==> src/rtl/uart_pkg.sv <==
// Shared definitions for the UART receive buffer: capture FSM states and FIFO entry layout.
// An entry is {overwritten, parity_error, data}; flag positions are offsets above the data field.
package uart_pkg;

  typedef enum logic [1:0] {
    ST_IDLE     = 2'd0,
    ST_STORE    = 2'd1,
    ST_ACK      = 2'd2,
    ST_WAIT_LOW = 2'd3
  } cap_state_e;

  localparam int FLAG_W  = 2;
  localparam int PAR_OFS = 0;
  localparam int OVW_OFS = 1;

  function automatic int entry_width(input int data_len);
    return data_len + FLAG_W;
  endfunction

endpackage

==> src/rtl/sync_fifo.sv <==
// Show-ahead synchronous FIFO; head visible combinationally, push/pop take effect at the edge.
// A push while full is accepted only when a pop happens in the same cycle; pop while empty is ignored.
module sync_fifo #(
  parameter int WIDTH = 10,
  parameter int DEPTH = 16
) (
  input  logic                       clk,
  input  logic                       rst,
  input  logic                       wr_en_i,
  input  logic [WIDTH-1:0]           wr_data_i,
  input  logic                       rd_en_i,
  output logic [WIDTH-1:0]           rd_data_o,
  output logic                       empty_o,
  output logic                       full_o,
  output logic [$clog2(DEPTH):0]     count_o
);

  localparam int AW = $clog2(DEPTH);
  localparam int CW = AW + 1;

  if (DEPTH < 2 || (DEPTH & (DEPTH - 1)) != 0) begin : g_depth_check
    $error("sync_fifo: DEPTH must be a power of two and at least 2");
  end

  logic [WIDTH-1:0] mem_q [DEPTH];
  logic [AW-1:0]    wr_ptr_q, wr_ptr_d;
  logic [AW-1:0]    rd_ptr_q, rd_ptr_d;
  logic [CW-1:0]    count_q, count_d;
  logic             do_wr, do_rd;

  assign empty_o = (count_q == '0);
  assign full_o  = (count_q == CW'(DEPTH));

  // A full FIFO is never empty, so a coincident pop always frees the slot being written.
  assign do_rd = rd_en_i && !empty_o;
  assign do_wr = wr_en_i && (!full_o || do_rd);

  always_comb begin
    wr_ptr_d = wr_ptr_q;
    rd_ptr_d = rd_ptr_q;
    count_d  = count_q;
    if (do_wr) wr_ptr_d = wr_ptr_q + AW'(1);
    if (do_rd) rd_ptr_d = rd_ptr_q + AW'(1);
    if (do_wr && !do_rd)      count_d = count_q + CW'(1);
    else if (do_rd && !do_wr) count_d = count_q - CW'(1);
  end

  always_ff @(posedge clk) begin
    if (rst) begin
      wr_ptr_q <= '0;
      rd_ptr_q <= '0;
      count_q  <= '0;
    end else begin
      wr_ptr_q <= wr_ptr_d;
      rd_ptr_q <= rd_ptr_d;
      count_q  <= count_d;
    end
  end

  always_ff @(posedge clk) begin
    if (do_wr) mem_q[wr_ptr_q] <= wr_data_i;
  end

  assign rd_data_o = mem_q[rd_ptr_q];
  assign count_o   = count_q;

endmodule

==> src/rtl/uart_rx_fifo.sv <==
// Captures UART receiver words into a FIFO via a ready/acknowledge handshake; write one edge after ready seen.
// When full the word is dropped (sticky overflow) but still acknowledged, so the receiver never stalls.
module uart_rx_fifo
  import uart_pkg::*;
#(
  parameter int DATA_LEN = 8,
  parameter int DEPTH    = 16
) (
  input  logic                   clk,
  input  logic                   rst,
  input  logic [DATA_LEN-1:0]    rx_data,
  input  logic                   rx_data_ready,
  input  logic                   rx_parity_error,
  input  logic                   rx_overwritten,
  output logic                   rx_data_readed,
  input  logic                   rd_en,
  output logic [DATA_LEN-1:0]    rd_data,
  output logic                   rd_parity_error,
  output logic                   rd_overwritten,
  output logic                   empty,
  output logic                   full,
  output logic [$clog2(DEPTH):0] count,
  output logic                   overflow,
  input  logic                   clr_overflow
);

  localparam int EW = entry_width(DATA_LEN);

  cap_state_e      state_q;
  logic            readed_q;
  logic            overflow_q;
  logic            fifo_wr;
  logic            drop;
  logic [EW-1:0]   wr_entry;
  logic [EW-1:0]   rd_entry;

  always_ff @(posedge clk) begin
    if (rst) begin
      state_q  <= ST_IDLE;
      readed_q <= 1'b0;
    end else begin
      readed_q <= 1'b0;
      case (state_q)
        ST_IDLE:     if (rx_data_ready) state_q <= ST_STORE;
        ST_STORE: begin
          state_q  <= ST_ACK;
          readed_q <= 1'b1;
        end
        ST_ACK:      state_q <= ST_WAIT_LOW;
        ST_WAIT_LOW: if (!rx_data_ready) state_q <= ST_IDLE;
        default:     state_q <= ST_IDLE;
      endcase
    end
  end

  // Gating with rst keeps a reset during STORE from leaving a half-committed word.
  assign fifo_wr  = (state_q == ST_STORE) && !rst;
  assign drop     = fifo_wr && full && !rd_en;
  assign wr_entry = {rx_overwritten, rx_parity_error, rx_data};

  always_ff @(posedge clk) begin
    if (rst)               overflow_q <= 1'b0;
    else if (drop)         overflow_q <= 1'b1;
    else if (clr_overflow) overflow_q <= 1'b0;
  end

  sync_fifo #(
    .WIDTH (EW),
    .DEPTH (DEPTH)
  ) u_fifo (
    .clk       (clk),
    .rst       (rst),
    .wr_en_i   (fifo_wr),
    .wr_data_i (wr_entry),
    .rd_en_i   (rd_en),
    .rd_data_o (rd_entry),
    .empty_o   (empty),
    .full_o    (full),
    .count_o   (count)
  );

  assign rd_data         = rd_entry[DATA_LEN-1:0];
  assign rd_parity_error = rd_entry[DATA_LEN+PAR_OFS];
  assign rd_overwritten  = rd_entry[DATA_LEN+OVW_OFS];
  assign rx_data_readed  = readed_q;
  assign overflow        = overflow_q;

endmodule
==> config.mk <==
export PLATFORM = sky130hd
export DESIGN_NAME = uart_rx_fifo
export DESIGN_NICKNAME = d
export VERILOG_FILES = /design/src/rtl/uart_pkg.sv /design/src/rtl/sync_fifo.sv /design/src/rtl/uart_rx_fifo.sv
export SDC_FILE = /design/constraint.sdc
export NUM_CORES = 1
export LEC_CHECK = 0
export CORE_MARGIN = 8
export CORE_UTILIZATION = 55
export CTS_CLUSTER_DIAMETER = 50
export DETAILED_ROUTE_END_ITERATION = 12
export GPL_TIMING_DRIVEN = 0
export PLACE_DENSITY = 0.74
export SLEW_MARGIN = 20
export SYNTH_ARGS = -nofsm -noshare
export SYNTH_HDL_FRONTEND = slang
export SYNTH_SLANG_ARGS = --single-unit
==> constraint.sdc <==
create_clock -name clk -period 3.5 [get_ports clk]
set_input_delay 0.35 -clock clk [delete_from_list [all_inputs] [get_ports clk]]
set_output_delay 0.35 -clock clk [all_outputs]
set_load 0.005 [all_outputs]
# Word-level counts from Yosys, hierarchy flattened

Memories as Yosys holds them, arrays and structs flattened. A register that Yosys moved wholly into a read port is not among the register bits.
Index checks and enable logic that the tools add are counted.

Word-level logic and storage cells: 48
Memories: 1
Register bits: 17
Bits in writable memories: 160
Output and inout port bits: 19
Bits of input ports: 15

Memories:

| name         | depth | bits a word | read ports | clocked after Yosys merged registers in | wr ports | RTL line        | source |
|---|---|---|---|---|---|---|---|
| u_fifo.mem_q | 16    | 10          | 1          | 1                                       | 1        | sync_fifo.sv:25 | `logic [WIDTH-1:0] mem_q [DEPTH];` |

Add/subtract/negate cells: 4
Mux-type cells: 12
Equal/unequal tests: 6
Reduce and logical (&&, ||, !) cells: 19

Operators with widths:

| kind                                                                  | number |
|---|---|
| 5-bit 2-to-1 mux                                                      | 2 |
| 4-bit by 1-bit adder with 4-bit output, second input constant         | 2 |
| 4-bit 2-to-1 mux                                                      | 2 |
| 2-bit case mux with 4 select lines                                    | 1 |
| 1-bit logical AND                                                     | 7 |
| 1-bit logical NOT                                                     | 6 |
| 5-bit by 1-bit adder with 5-bit output, second input constant         | 1 |
| 5-bit equality test, second input constant                            | 1 |
| 5-bit logical NOT                                                     | 1 |
| 1-bit 2-to-1 mux                                                      | 5 |
| 5-bit by 1-bit subtractor with 5-bit output, second input constant    | 1 |
| 2-bit equality test, second input constant                            | 2 |
| 2-bit 2-to-1 mux                                                      | 2 |
| 2-bit != test, second input constant                                  | 2 |
| 2-bit nonzero test                                                    | 2 |
| 2-bit by 1-bit equality test with 1-bit output, second input constant | 1 |
| 2-bit logical NOT                                                     | 1 |
| 2-bit AND reduction                                                   | 1 |
| 1-bit logical OR                                                      | 1 |

# Logic depth before layout (Yosys ltp)

Gate-level depths: netlist of the first run.

Depth in word-level cells: 9
Gate-level depth with buffers: 11
Gate-level depth less buffers: 11

# Modules after synthesis

Synthesis of the first run repeated with hierarchy kept, for this count alone.

Cell total of the unflattened synthesis: 378
Area, all modules: 7198.2 um^2

By module, submodules not included:

| module       | area each (um^2) | instances | sequential area each (um^2) | cells an instance |
|---|---|---|---|---|
| sync_fifo    | 6956.7           | 1         | 5144.9                      | 355 |
| uart_rx_fifo | 241.5            | 1         | 80.1                        | 23 |

# Worst setup path after synthesis of the first run

Ideal clock, no wire load.

Kind: register -> register
Start: register u_fifo.count_q[0] (netlist: u_fifo.count_o[0])
End: register u_fifo.count_q[4] (netlist: u_fifo.count_o[4])
Data arrival time: 2631 ps
Clock period less this slack: 2752 ps
Slack: 748 ps
Library setup time: 121 ps
Required time: 3379 ps
Stages on the path, launching flop included: 12
Buffers on the path: 1
Cell sequence: dfxtp_1 > or4_4 > buf_6 > nor3_4 > nor2_1 > ha_1 > inv_1 > ha_1 > a21oi_1 > a211oi_1 > a31oi_1 > mux2_2

Word-level cells in the longest chain between the ends: 8
Elaborated cells between the ends (all ways): 16
Those cells by class: 2 x add/sub; 1 x eq/ne; 2 x mux; 11 x reduce/logical

RTL lines:

| element                             | RTL line        | source |
|---|---|---|
| from (decl)                         | sync_fifo.sv:28 | `logic [CW-1:0] count_q, count_d;` |
| from (signal assigned)              | sync_fifo.sv:56 | `count_q <= count_d;` |
| 5-bit logical NOT                   | sync_fifo.sv:31 | `assign empty_o = (count_q == '0);` |
| 1-bit logical NOT                   | sync_fifo.sv:35 | `assign do_rd = rd_en_i && !empty_o;` |
| 1-bit logical AND                   | sync_fifo.sv:35 |  |
| 1-bit logical OR *                  | sync_fifo.sv:36 | `assign do_wr = wr_en_i && (!full_o \|\| do_rd);` |
| 1-bit logical AND *                 | sync_fifo.sv:36 |  |
| net u_fifo.do_wr                    | sync_fifo.sv:29 | `logic do_wr, do_rd;` |
| 1-bit logical NOT                   | sync_fifo.sv:45 | `else if (do_rd && !do_wr) count_d = count_q - CW'(1);` |
| 1-bit logical AND                   | sync_fifo.sv:45 |  |
| 2-bit nonzero test (no source line) | n/a             |  |

Mark *: on every way through the listed nets, which the timed path passes. The rest lies on a longest branch. The select of a mux whose other input is x is not followed.
A chain may end at the register's enable or synchronous reset.

==> out/qor.txt, run 1 <==
H-tree Lvls -> 4
M3 GR Usage -> 4.627%
Vias in the first global route -> 3957
Clock latency on the worst-skew pair -> 0.42 ns
Sw power -> 1543 uW
WL/cell -> 22.59 um
Initial DRC Count -> 322
Die Height -> 130.4 um
Crit-path cells -> clkbuf_1 -> buf_2 -> mux4_2 -> a22oi_1 -> nand2_1 -> clkdlybuf4s50_1
Worst Setup Start Kind -> register
Slowest stage cell, crit path -> mux4_2
Worst Setup End Kind -> primary output
EDFF count, synth -> 160
Setup Buffers After CTS -> 0
Max FO, Critical Path -> 10
Maxcap violations -> 0
Fin crit share -> 88.03%
Synth Flop Type -> edfxtp_1
Chip width -> 130.4 um
First-pass GRT wire length -> 22.56 mm
DP Wirelength -> 9.743 mm
Pwr/cell area -> 690.6 nW/um^2
CTS-repair resized insts -> 0
Share of cells above drive strength 1 -> 23.82%
Leak -> 0.002775 uW
Initial Utilization -> 55.25%
Met2 usage -> 30.80%
Final Skew -> 0.004061 ns
TritonRoute pass-1 iters -> 5
Max_slew headroom -> 35.47%
Max Buffers Root-to-Sink -> 2
Worst-case vdd ir drop -> 0.4518 mV
Final Routed Wirelength -> 14.51 mm
Hold Vio Cnt, Final -> 0
Internal -> 4335 uW
Fmax achieved -> 0.3245 GHz
Min setup slack post-route -> 0.4188 ns
Tot Pwr -> 5878 uW
CTS tree -> built
Die Footprint -> 17010 sq um
Grt met1 use -> 23.63%
Filler cells -> 902
Slew @ Worst Pin -> 0.9644 ns
Synth Area per Inst -> 18.70 sq um
Sequential share of the synthesized area -> 72.56%
Status -> finished, final reports clean
Sequential group share of total power -> 43.1%
Max incr delay on CP -> 0.57 ns
Clock sink count -> 181
Synth-to-layout area growth -> 18.19%
Core box area -> 13030 sq um
Final Setup Violations -> 0
Pin count of the biggest net entering global routing -> 17
Buffers on Ports -> 33
Initial antenna violation count -> 0
Ports -> 34
Syn nets -> 415
Post-synth ARST share -> 0%
Fin nets -> 483
Hold crit path type -> register to register
Synth warn -> 0
Combinational Power Share -> 25.7%
Cts hold-fix bufs -> 0
CTS Root Cell -> clkbuf_16
Slew Limit Fails -> 0
Rows -> 42
Antenna diode count -> 0
Clk slew on worst S/H paths -> 0.06 ns
Place WS -> 0.4958 ns
Vias per cell -> 5.927
Final ANT Viol Nets -> 0
Gr busiest metal -> met2
Clk network pwr share -> 31.2%
All-layer global routing usage -> 18.62%
CP required -> 3.15 ns
Yosys cell types -> 41
Final min period -> 3.081 ns
Net Sw Frac -> 26.25%
Synth Register Bits -> 181
Crit path kind -> register to primary output
RSZ-0062 raised after global routing -> false
Synthesized area -> 7201 sq um
Post-Syn Instances -> 385
GP Congestion -> 0.8474
CTS buffer count -> 17
DR vias -> 3805
# DRC -> 0
Worst EP arrival -> 2.73 ns
Grt ovf -> 0
-- cells in the final DEF, fill, tap and decap left out, types with 2 or more instances in the layout --
master           count
buf_4                9
nor2_1              25
clkbuf_8             3
bufinv_16            2
xnor2_1              2
clkdlybuf4s50_1     33
o211ai_1             3
a21oi_1              5
mux4_2              40
clkbuf_16           17
buf_2               11
nand3_1              3
inv_1                8
nor4_2               6
clkinv_2             2
clkbuf_1            16
nor2_2               2
buf_1                3
nand2b_1             3
ha_1                14
o21ai_2              2
a211oi_1             2
buf_6                3
mux2i_1              5
nor3_2               6
nand2_1             16
edfxtp_1           160
xor2_1               4
nor2b_1              3
a22oi_1             20
dfxtp_1             21
-- metrics by stage --
| stage | hold slack (ns) | instance area, sq um | util, % | cells | setup TNS, ns |
|---|---|---|---|---|---|
| finish | 0.5330 | 8511 | 65.30 | 642 | 0 |
| global route | 0.5628 | 8511 | 65.30 | 642 | 0 |
| CTS | 0.5406 | 8506 | 65.27 | 642 | 0 |
| detailed placement | 0.5276 | 7939 | 60.92 | 610 | 0 |
| global placement | 0.5201 | 7751 | 59.48 | 594 | -9.488 |
| floorplan | 0.4489 | 7201 | - | 385 | 0 |
-- path summary, 6_finish.rpt --
| kind | depth (start not counted) | startpoint | end | slack [ns] |
|---|---|---|---|---|
| setup / recovery | 6 | register | rd_data[5] | 0.42 |
| hold / removal | 2 | u_fifo.count_o[3] | u_fifo.count_o[3] | 0.53 |
| setup reg to reg | 11 | u_fifo.count_o[0] | u_fifo.count_o[4] | 0.50 |
| hold reg to reg | 2 | u_fifo.count_o[3] | u_fifo.count_o[3] | 0.53 |
-- worst max-delay path: cells and delay by family (launching register included) --
kind | cells | cell delay, ns
buffers and inverters | 3 | 1.00
muxes | 1 | 0.57
DFF | 1 | 0.31
and+or+nand+nor | 1 | 0.09
AOI/OAI and AO/OA | 1 | 0.33
-- registers in the layout (all words and copies together), names as in the netlist, named ones only --
name,flops
u_fifo.wr_ptr_q,4
u_fifo.count_o,5
u_fifo.rd_ptr_q,4
u_fifo.mem_q,160
state_q,2
rx_data_readed,1
overflow,1
-- synthesized netlist by cell type, types with 4 or more instances --
cell / count / area, sq um
clkbuf_1: 8 / 30.03
nand2_1: 16 / 60.06
a21oi_1: 5 / 25.02
nor2_1: 27 / 101.4
buf_2: 5 / 25.02
edfxtp_1: 160 / 4805
nor4_1: 6 / 37.54
dfxtp_1: 21 / 420.4
nor3_1: 6 / 30.03
xor2_1: 4 / 35.03
a22oi_1: 20 / 150.1
mux2i_1: 5 / 50.05
inv_1: 8 / 30.03
mux4_2: 40 / 900.9
ha_1: 14 / 175.2
-- power groups by stage --
stage                     clock network, uW  logic [uW]  registers (uW)
final                                  1830        1510            2530
after detailed placement                  0        1530            2580
after global placement                    0        1480            2570
after CTS                              1850        1540            2530
after floorplan                           0        1010            2560
after global routing                   1940        1650            2540
-- cell type report --
type / count / area [sq um] / share of cell area [%]
Clock inverter: 4 / 70.07 / 0.8233
Multi-Input combinational cell: 178 / 1941 / 22.80
Sequential cell: 181 / 5225 / 61.39
Timing Repair Buffer: 49 / 439.2 / 5.160
Inverter: 8 / 30.03 / 0.3528
Clock buffer: 28 / 496.7 / 5.837
Tap cell: 176 / 220.2 / 2.587
Buffer: 18 / 88.84 / 1.044
-- per-layer routing --
layer | share of wire (%) | up-vias | wire, um
met3 | 6.1 | 19 | 891
met5 | 0 | - | 0
met1 | 41 | 1973 | 5947
met2 | 51 | 132 | 7457
li1 | - | 1681 | -
met4 | 1.4 | 0 | 208
-- cell families (layout without fill, tap and decap cells) --
logic type / after synthesis / in the layout / share of synthesized area, %
flops: 181 / 181 / 72.56
simple gates: 75 / 75 / 5.161
mux: 46 / 46 / 13.36
compound gates: 36 / 36 / 3.823
buf+inv: 26 / 107 / 1.651
fa+ha+maj: 15 / 15 / 2.711
xor+xnor: 6 / 6 / 0.7298
Power figures use the tool's default switching activity.
==> run 2, diff against run 1 <==
--- a/config.mk
+++ b/config.mk
@@ -14,4 +14,5 @@
 export SLEW_MARGIN = 20
 export SYNTH_ARGS = -nofsm -noshare
 export SYNTH_HDL_FRONTEND = slang
+export SYNTH_HIERARCHICAL = 1
 export SYNTH_SLANG_ARGS = --single-unit
==> run 2 against run 1 <==
  * Routed wire length decreased by 2.8%
  * Clock-buffer cell count fell by 6
  * First-iteration DRC count is 30% lower
  * Non-clock buffer count fell by 12
  * Combinational power shrank 23%
  * Critical path type unchanged
  * Largest cell class unchanged
==> out/qor.txt, run 2 <==
Post-synth ARST share -> 0% (unchanged)
Vias in the first global route -> 3902 (-1.4%)
Die Height -> 130.4 um (about the same)
Cell taking the most area after synthesis -> edfxtp_1
Synth top area share -> 66.75% (about the same)
H-tree Lvls -> 4 (unchanged)
Syn nets -> 408 (-1.7%)
Yosys cell types -> 41 (unchanged)
Filler cells -> 957 (+6.1%)
Count leader, synth -> edfxtp_1
Vias per cell -> 5.875 (-0.88%)
Worst EP arrival -> 2.85 ns (+0.12 ns)
First-pass GRT wire length -> 21.58 mm (-4.4%)
Final Skew -> 0.006841 ns (+0.002780 ns)
R2R depth -> 11 (unchanged)
CTS tree -> built
Slowest stage cell, crit path -> mux4_2
R2r startpoint -> u_fifo/count_o[0]
Synth area leaders -> edfxtp_1, mux4_2, dfxtp_1
CTS buffer count -> 17 (unchanged)
Tot Pwr -> 5256 uW (-11%)
Hold Startpoint -> overflow
Chip width -> 130.4 um (about the same)
Commonest non-fill, non-tap cell in the layout -> edfxtp_1
Post-synth top cells -> edfxtp_1, mux4_2, dfxtp_1, nor2_1, a22oi_1
Worst Setup End Kind -> primary output
Crit-path cells -> clkbuf_1 -> buf_2 -> mux4_2 -> a22oi_1 -> nand2_1 -> clkdlybuf4s50_1
Max Buffers Root-to-Sink -> 2 (unchanged)
Cts hold-fix bufs -> 0 (unchanged)
Sequential share of the synthesized area -> 72.59% (about the same)
Setup Buffers After CTS -> 0 (unchanged)
Max reg flops -> 160 (unchanged)
Core box area -> 13030 sq um (unchanged)
Clock sink count -> 181 (unchanged)
DP Wirelength -> 9.062 mm (-7.0%)
Synth warn -> 6 (+6)
Worst Setup Start Kind -> register
WHS Endpoint -> overflow
Setup TNS -> 0 ns (unchanged)
Initial Utilization -> 55.23% (about the same)
Slew Limit Fails -> 0 (unchanged)
Maxcap violations -> 0 (unchanged)
Synth Flop Type -> edfxtp_1
CTS-repair resized insts -> 0 (unchanged)
Worst-case vdd ir drop -> 0.4745 mV (+5.0%)
Clock latency on the worst-skew pair -> 0.42 ns (about the same)
Buffers on Ports -> 33 (unchanged)
Max_slew headroom -> 32.54% (-2.9 points)
Hold Path Depth -> 2 (unchanged)
Top reg by flops -> u_fifo/mem_q
Grt ovf -> 0 (unchanged)
Leak -> 0.002726 uW (-1.8%)
CP required -> 3.15 ns (about the same)
Share of cells above drive strength 1 -> 18.57% (-5.3 points)
GP Congestion -> 0.7695 (-9.2%)
# DRC -> 0 (unchanged)
Final min period -> 3.198 ns (+0.1172 ns)
Fmax achieved -> 0.3127 GHz (-3.7%)
Ports -> 34 (unchanged)
DR vias -> 3660 (-3.8%)
Fin crit share -> 91.38% (+3.3 points)
Post-Syn Instances -> 378 (-1.8%)
RSZ-0062 raised after global routing -> false
CTS Root Cell -> clkbuf_16
Worst Path Buf+Inv -> 3 (unchanged)
Hold crit path type -> register to register
Pwr/cell area -> 632.5 nW/um^2 (-8.4%)
EDFF count, synth -> 160 (unchanged)
Rows -> 42 (unchanged)
Antenna diode count -> 0 (unchanged)
Clk slew on worst S/H paths -> 0.06 ns (about the same)
Synthesized area -> 7198 sq um (about the same)
FF-to-FF setup slack -> 0.32 ns (-0.18 ns)
Fin nets -> 465 (-3.7%)
WL/cell -> 22.64 um (+0.21%)
Die Footprint -> 17000 sq um (about the same)
Crit path kind -> register to primary output
Layout Utilization -> 63.76% (-1.5 points)
Reg2reg end -> u_fifo/count_o[4]
Status -> finished, final reports clean
Final Setup Violations -> 0 (unchanged)
Initial DRC Count -> 227 (-30%)
All-layer global routing usage -> 17.98% (-0.63 points)
Hold Vio Cnt, Final -> 0 (unchanged)
TritonRoute pass-1 iters -> 4 (-1)
Final ANT Viol Nets -> 0 (unchanged)
Synth-to-layout area growth -> 15.44%
Pin count of the biggest net entering global routing -> 17 (unchanged)
Max incr delay on CP -> 0.57 ns (about the same)
Synth Register Bits -> 181 (unchanged)
Initial antenna violation count -> 0 (unchanged)
Top delay family on crit path -> buffers and inverters
Final Routed Wirelength -> 14.11 mm (-2.8%)
Most frequent cells in the layout -> edfxtp_1, mux4_2, clkdlybuf4s50_1
Max FO, Critical Path -> 10 (unchanged)
Synth Area per Inst -> 19.04 sq um (+1.8%)
Slew @ Worst Pin -> 1.008 ns (+0.04380 ns)
run 2: changes by cell type in the layout (fill, tap and decap cells not counted), sizes merged, moves of 3 or more:
cell	delta
clkbuf	-4
and2	+4
nor3	-5
and3	+6
nand2	-3
buf	-14
nor2	-6
nor4	-5
nor3b	+3
clkinv	+7
run 2: where the power goes:
group          total (uW)  internal [uW]  switching, uW
logic                1170            590            579
clock network        1600            884            713
registers            2490           2430           59.6
run 2: kinds of logic after synthesis:
kind of cell               after synthesis  synth area share [%]
xor gates and xnor gates                 7                0.8517
AOI/OAI and AO/OA                       36                 4.068
and+or+nand+nor                         67                 4.745
DFF                                    181                 72.59
adders and majority gates               15                 2.712
buffers and inverters                   25                 1.478
muxes                                   47                 13.56
run 2: worst max-delay path by stage:
| stage | start | slack (ns) | end | cells past startpoint |
|---|---|---|---|---|
| after floorplan | u_fifo/count_o[0] | 0.65 | u_fifo/count_o[4] | 11 |
| after global placement | rst | 0.02 | u_fifo/mem_q[5][4] | 4 |
| after detailed placement | u_fifo/count_o[0] | 0.31 | u_fifo/count_o[4] | 11 |
| after CTS | register | 0.27 | rd_data[5] | 6 |
| after global routing | u_fifo/count_o[0] | 0.17 | u_fifo/count_o[4] | 11 |
| final | register | 0.30 | rd_data[5] | 6 |
run 2: final cells by class:
class                           count  area (sq um)  area share [%]
Clock buffer                       22         444.2           5.346
Timing Repair Buffer               38         382.9           4.608
Clock inverter                      9         38.79          0.4668
Buffer                             17         76.32          0.9185
Inverter                            8         30.03          0.3614
Tap cell                          176         220.2           2.650
Multi-Input combinational cell    172          1892           22.77
Sequential cell                   181          5225           62.88
run 2: stage by stage:
stage	cells	setup WS, ns	hold WS [ns]	cell area, sq um
after floorplan	378	0.6503	0.4191	7198
after global placement	587	0.02083	0.4577	7749
after detailed placement	592	0.3123	0.5044	7826
after CTS	623	0.2703	0.5191	8309
after global routing	623	0.1669	0.5328	8309
final	623	0.3016	0.5105	8309
run 2: tightest hold or removal path, delay by kind of cell, from the launching register on:
kind	cells	cell delay, ns
compound gates	1	0.07
simple gates	1	0.07
flops	1	0.31
run 2: routing by layer:
layer,up-vias,wire [um],GRT usage [%]
met5,-,0,0
met4,0,354,8.710
li1,1635,-,-
met2,129,7499,31.29
met3,21,869,4.708
met1,1875,5382,20.33
==> run 3, diff against run 2 <==
--- a/config.mk
+++ b/config.mk
@@ -5,12 +5,13 @@
 export SDC_FILE = /design/constraint.sdc
 export NUM_CORES = 1
 export LEC_CHECK = 0
+export ABC_AREA = 1
 export CORE_MARGIN = 8
-export CORE_UTILIZATION = 55
+export CORE_UTILIZATION = 54
 export CTS_CLUSTER_DIAMETER = 50
 export DETAILED_ROUTE_END_ITERATION = 12
 export GPL_TIMING_DRIVEN = 0
-export PLACE_DENSITY = 0.74
+export PLACE_DENSITY = 0.72
 export SLEW_MARGIN = 20
 export SYNTH_ARGS = -nofsm -noshare
 export SYNTH_HDL_FRONTEND = slang
==> run 3 against run 2 <==
  * Area after synthesis up 7.8%
  * Cell area is 9.4% higher
  * Sequential power about the same
  * Core utilization shrank 0.27 points
  * Clock power up 19%
  * Synthesized cell count is 95% higher
  * Die area rose by 8.6%
  * Routed wire length grew 37%
  * Via count increased by 53%
  * Critical path type unchanged
  * Critical endpoint is now rd_overwritten
  * Highest routed layer unchanged
==> out/qor.txt, run 3 <==
Synth Area per Inst -> 10.55 sq um (-45%)
Antenna diode count -> 0 (unchanged)
Worst Setup End Kind -> primary output
Pin count of the biggest net entering global routing -> 17 (unchanged)
Top reg by flops -> u_fifo/mem_q
Multi-input gate area -> 2203 sq um (+16%)
WL/cell -> 19.32 um (-15%)
Hold crit path type -> register to register
All-layer global routing usage -> 21.82% (+3.8 points)
Initial Utilization -> 54.23% (-1.0 points)
Pwr/cell area -> 676.5 nW/um^2 (+7.0%)
Max reg flops -> 160 (unchanged)
Yosys cell types -> 28 (-32%)
Vias in the first global route -> 5473 (+40%)
EDFF count, synth -> 160 (unchanged)
# DRC -> 0 (unchanged)
Synth warn -> 6 (unchanged)
Buffers on Ports -> 33 (unchanged)
Slowest stage cell, crit path -> clkdlybuf4s50_1
Final Routed Wirelength -> 19.29 mm (+37%)
Post-Syn Instances -> 736 (+95%)
Fin nets -> 831 (+79%)
Max incr delay on CP -> 0.52 ns (-0.05 ns)
Leak -> 0.003534 uW (+30%)
Synthesized area -> 7762 sq um (+7.8%)
Sequential share of the synthesized area -> 67.31% (-5.3 points)
Filler cells -> 1119 (+17%)
Slew Limit Fails -> 0 (unchanged)
Rows -> 44 (+4.8%)
CTS buffer count -> 17 (unchanged)
Crit path kind -> register to primary output
Share of cells above drive strength 1 -> 10.32% (-8.2 points)
Clock sink count -> 181 (unchanged)
Slew @ Worst Pin -> 0.9016 ns (-0.1066 ns)
Maxcap violations -> 0 (unchanged)
GP Congestion -> 0.8736 (+14%)
Status -> finished, final reports clean
Syn nets -> 766 (+88%)
Setup TNS -> 0 ns (unchanged)
Chip width -> 135.9 um (+4.2%)
Post-synth ARST share -> 0% (unchanged)
Core box area -> 14310 sq um (+9.8%)
Synth Flop Type -> edfxtp_1
Vias per cell -> 5.616 (-4.4%)
CTS-repair resized insts -> 0 (unchanged)
Die Height -> 135.9 um (+4.2%)
RSZ-0062 raised after global routing -> false
H-tree Lvls -> 4 (unchanged)
Post-Layout Cell Count -> 998 (+60%)
DR vias -> 5605 (+53%)
Final Setup Violations -> 0 (unchanged)
Die Footprint -> 18470 sq um (+8.6%)
Max_slew headroom -> 39.57% (+7.0 points)
Post-synth top cells -> nand2_1, edfxtp_1, nand3_1, nor2_1, inv_1
Most frequent cells in the layout -> nand2_1, edfxtp_1, nor2_1, nand3_1, inv_1
Cells after DPL -> 966 (+63%)
Synth Register Bits -> 181 (unchanged)
Initial antenna violation count -> 0 (unchanged)
Grt ovf -> 0 (unchanged)
Max Buffers Root-to-Sink -> 2 (unchanged)
Final Skew -> 0.009448 ns (+0.002607 ns)
Worst-case vdd ir drop -> 0.4194 mV (-12%)
Worst Setup Start Kind -> register
Seq. cell area -> 5225 sq um (unchanged)
Initial DRC Count -> 690 (+200%)
Fin crit share -> 81.64% (-9.7 points)
Crit-path cells -> inv_2 -> buf_2 -> buf_2 -> nand2_1 -> nand3_1 -> nand3_1 -> nand2_1 -> clkdlybuf4s50_1
CTS Root Cell -> clkbuf_16
CTS tree -> built
Final ANT Viol Nets -> 0 (unchanged)
CP required -> 3.15 ns (about the same)
DP Wirelength -> 13.21 mm (+46%)
Worst EP arrival -> 2.51 ns (-0.34 ns)
Max FO, Critical Path -> 10 (unchanged)
Hold Vio Cnt, Final -> 0 (unchanged)
Final min period -> 2.858 ns (-0.3409 ns)
Synth-to-layout area growth -> 17.07%
Clock latency on the worst-skew pair -> 0.43 ns (about the same)
Commonest non-fill, non-tap cell in the layout -> nand2_1
Fmax achieved -> 0.3500 GHz (+12%)
Synth area leaders -> edfxtp_1, nand2_1, dfxtp_1
Setup Buffers After CTS -> 0 (unchanged)
Cts hold-fix bufs -> 0 (unchanged)
Cell taking the most area after synthesis -> edfxtp_1
First-pass GRT wire length -> 29.82 mm (+38%)
Ports -> 34 (unchanged)
Clk slew on worst S/H paths -> 0.06 ns (about the same)
Synth top area share -> 61.90% (-4.9 points)
TritonRoute pass-1 iters -> 6 (+2)
Count leader, synth -> nand2_1
==> run 3: changes by cell type after synthesis, moves of 6 or more <==
cell and delta:
and3_1 -7, o21ai_0 +29, nand2_1 +189, inv_1 +54, buf_2 +9, nand3_1 +79
o211ai_1 +11, buf_4 +6, nor2_1 +59, a22oi_1 -20, nor3_1 +14, mux4_2 -40
==> run 3: metal layers <==
layer  wire length, um  global-route usage (%)  part of all wire (%)  up-vias
li1                  -                       -                     -     2604
met1              7480                   26.67                    39     2691
met2              9605                   36.11                    50      271
met3              1605                   4.878                   8.3       39
met4               595                   10.43                   3.1        0
met5                 0                       0                     0        -
==> run 3: final cells by class <==
cell class,count,share of cell area [%]
repair buffers,46,4.709
inverters,65,2.685
clock inverters,14,1.735
flip-flops and latches,181,57.50
well taps,184,2.533
plain buffers,33,1.873
multi-input cells,457,24.25
clock buffers,18,4.723
==> run 3: path summary, 6_finish.rpt <==
check | startpoint | endpoint | slack, ns | cells past startpoint
setup / recovery | register | rd_overwritten | 0.64 | 8
hold / removal | overflow | overflow | 0.51 | 2
setup reg to reg | u_fifo/count_o[0] | u_fifo/count_o[3] | 0.93 | 13
hold reg to reg | overflow | overflow | 0.51 | 2
==> run 3: worst max-delay path: cells and delay by family (launching register included) <==
kind	cells	cell delay [ns]
and+or+nand+nor	4	0.51
DFF	1	0.40
buffers and inverters	4	1.17
==> run 3: report_power, final <==
part	leakage (uW)	total [uW]	switching, uW	internal, uW
clock	0.000285	1900	779	1120
sequential	0.00161	2510	80.5	2430
combinational	0.00164	1740	1100	649
total	0.00353	6150	1960	4190
==> run 3: cell families after synthesis <==
family / share of synthesized area [%]
buffers and inverters: 5.335
adders and majority gates: 2.515
and+or+nand+nor: 20.50
AOI/OAI and AO/OA: 3.884
DFF: 67.31
xor gates and xnor gates: 0.4514
==> run 3: metrics by stage <==
stage	hold WS, ns	power, uW	util, %	instance area (sq um)	setup slack (ns)
after floorplan	0.4224	3560	-	7762	1.284
after global placement	0.4778	4198	58.15	8323	0.2601
after detailed placement	0.5006	4264	59.39	8501	0.7006
after CTS	0.5098	6155	63.49	9087	0.6560
after global routing	0.5318	6426	63.49	9087	0.5412
final	0.5124	6148	63.49	9087	0.6425
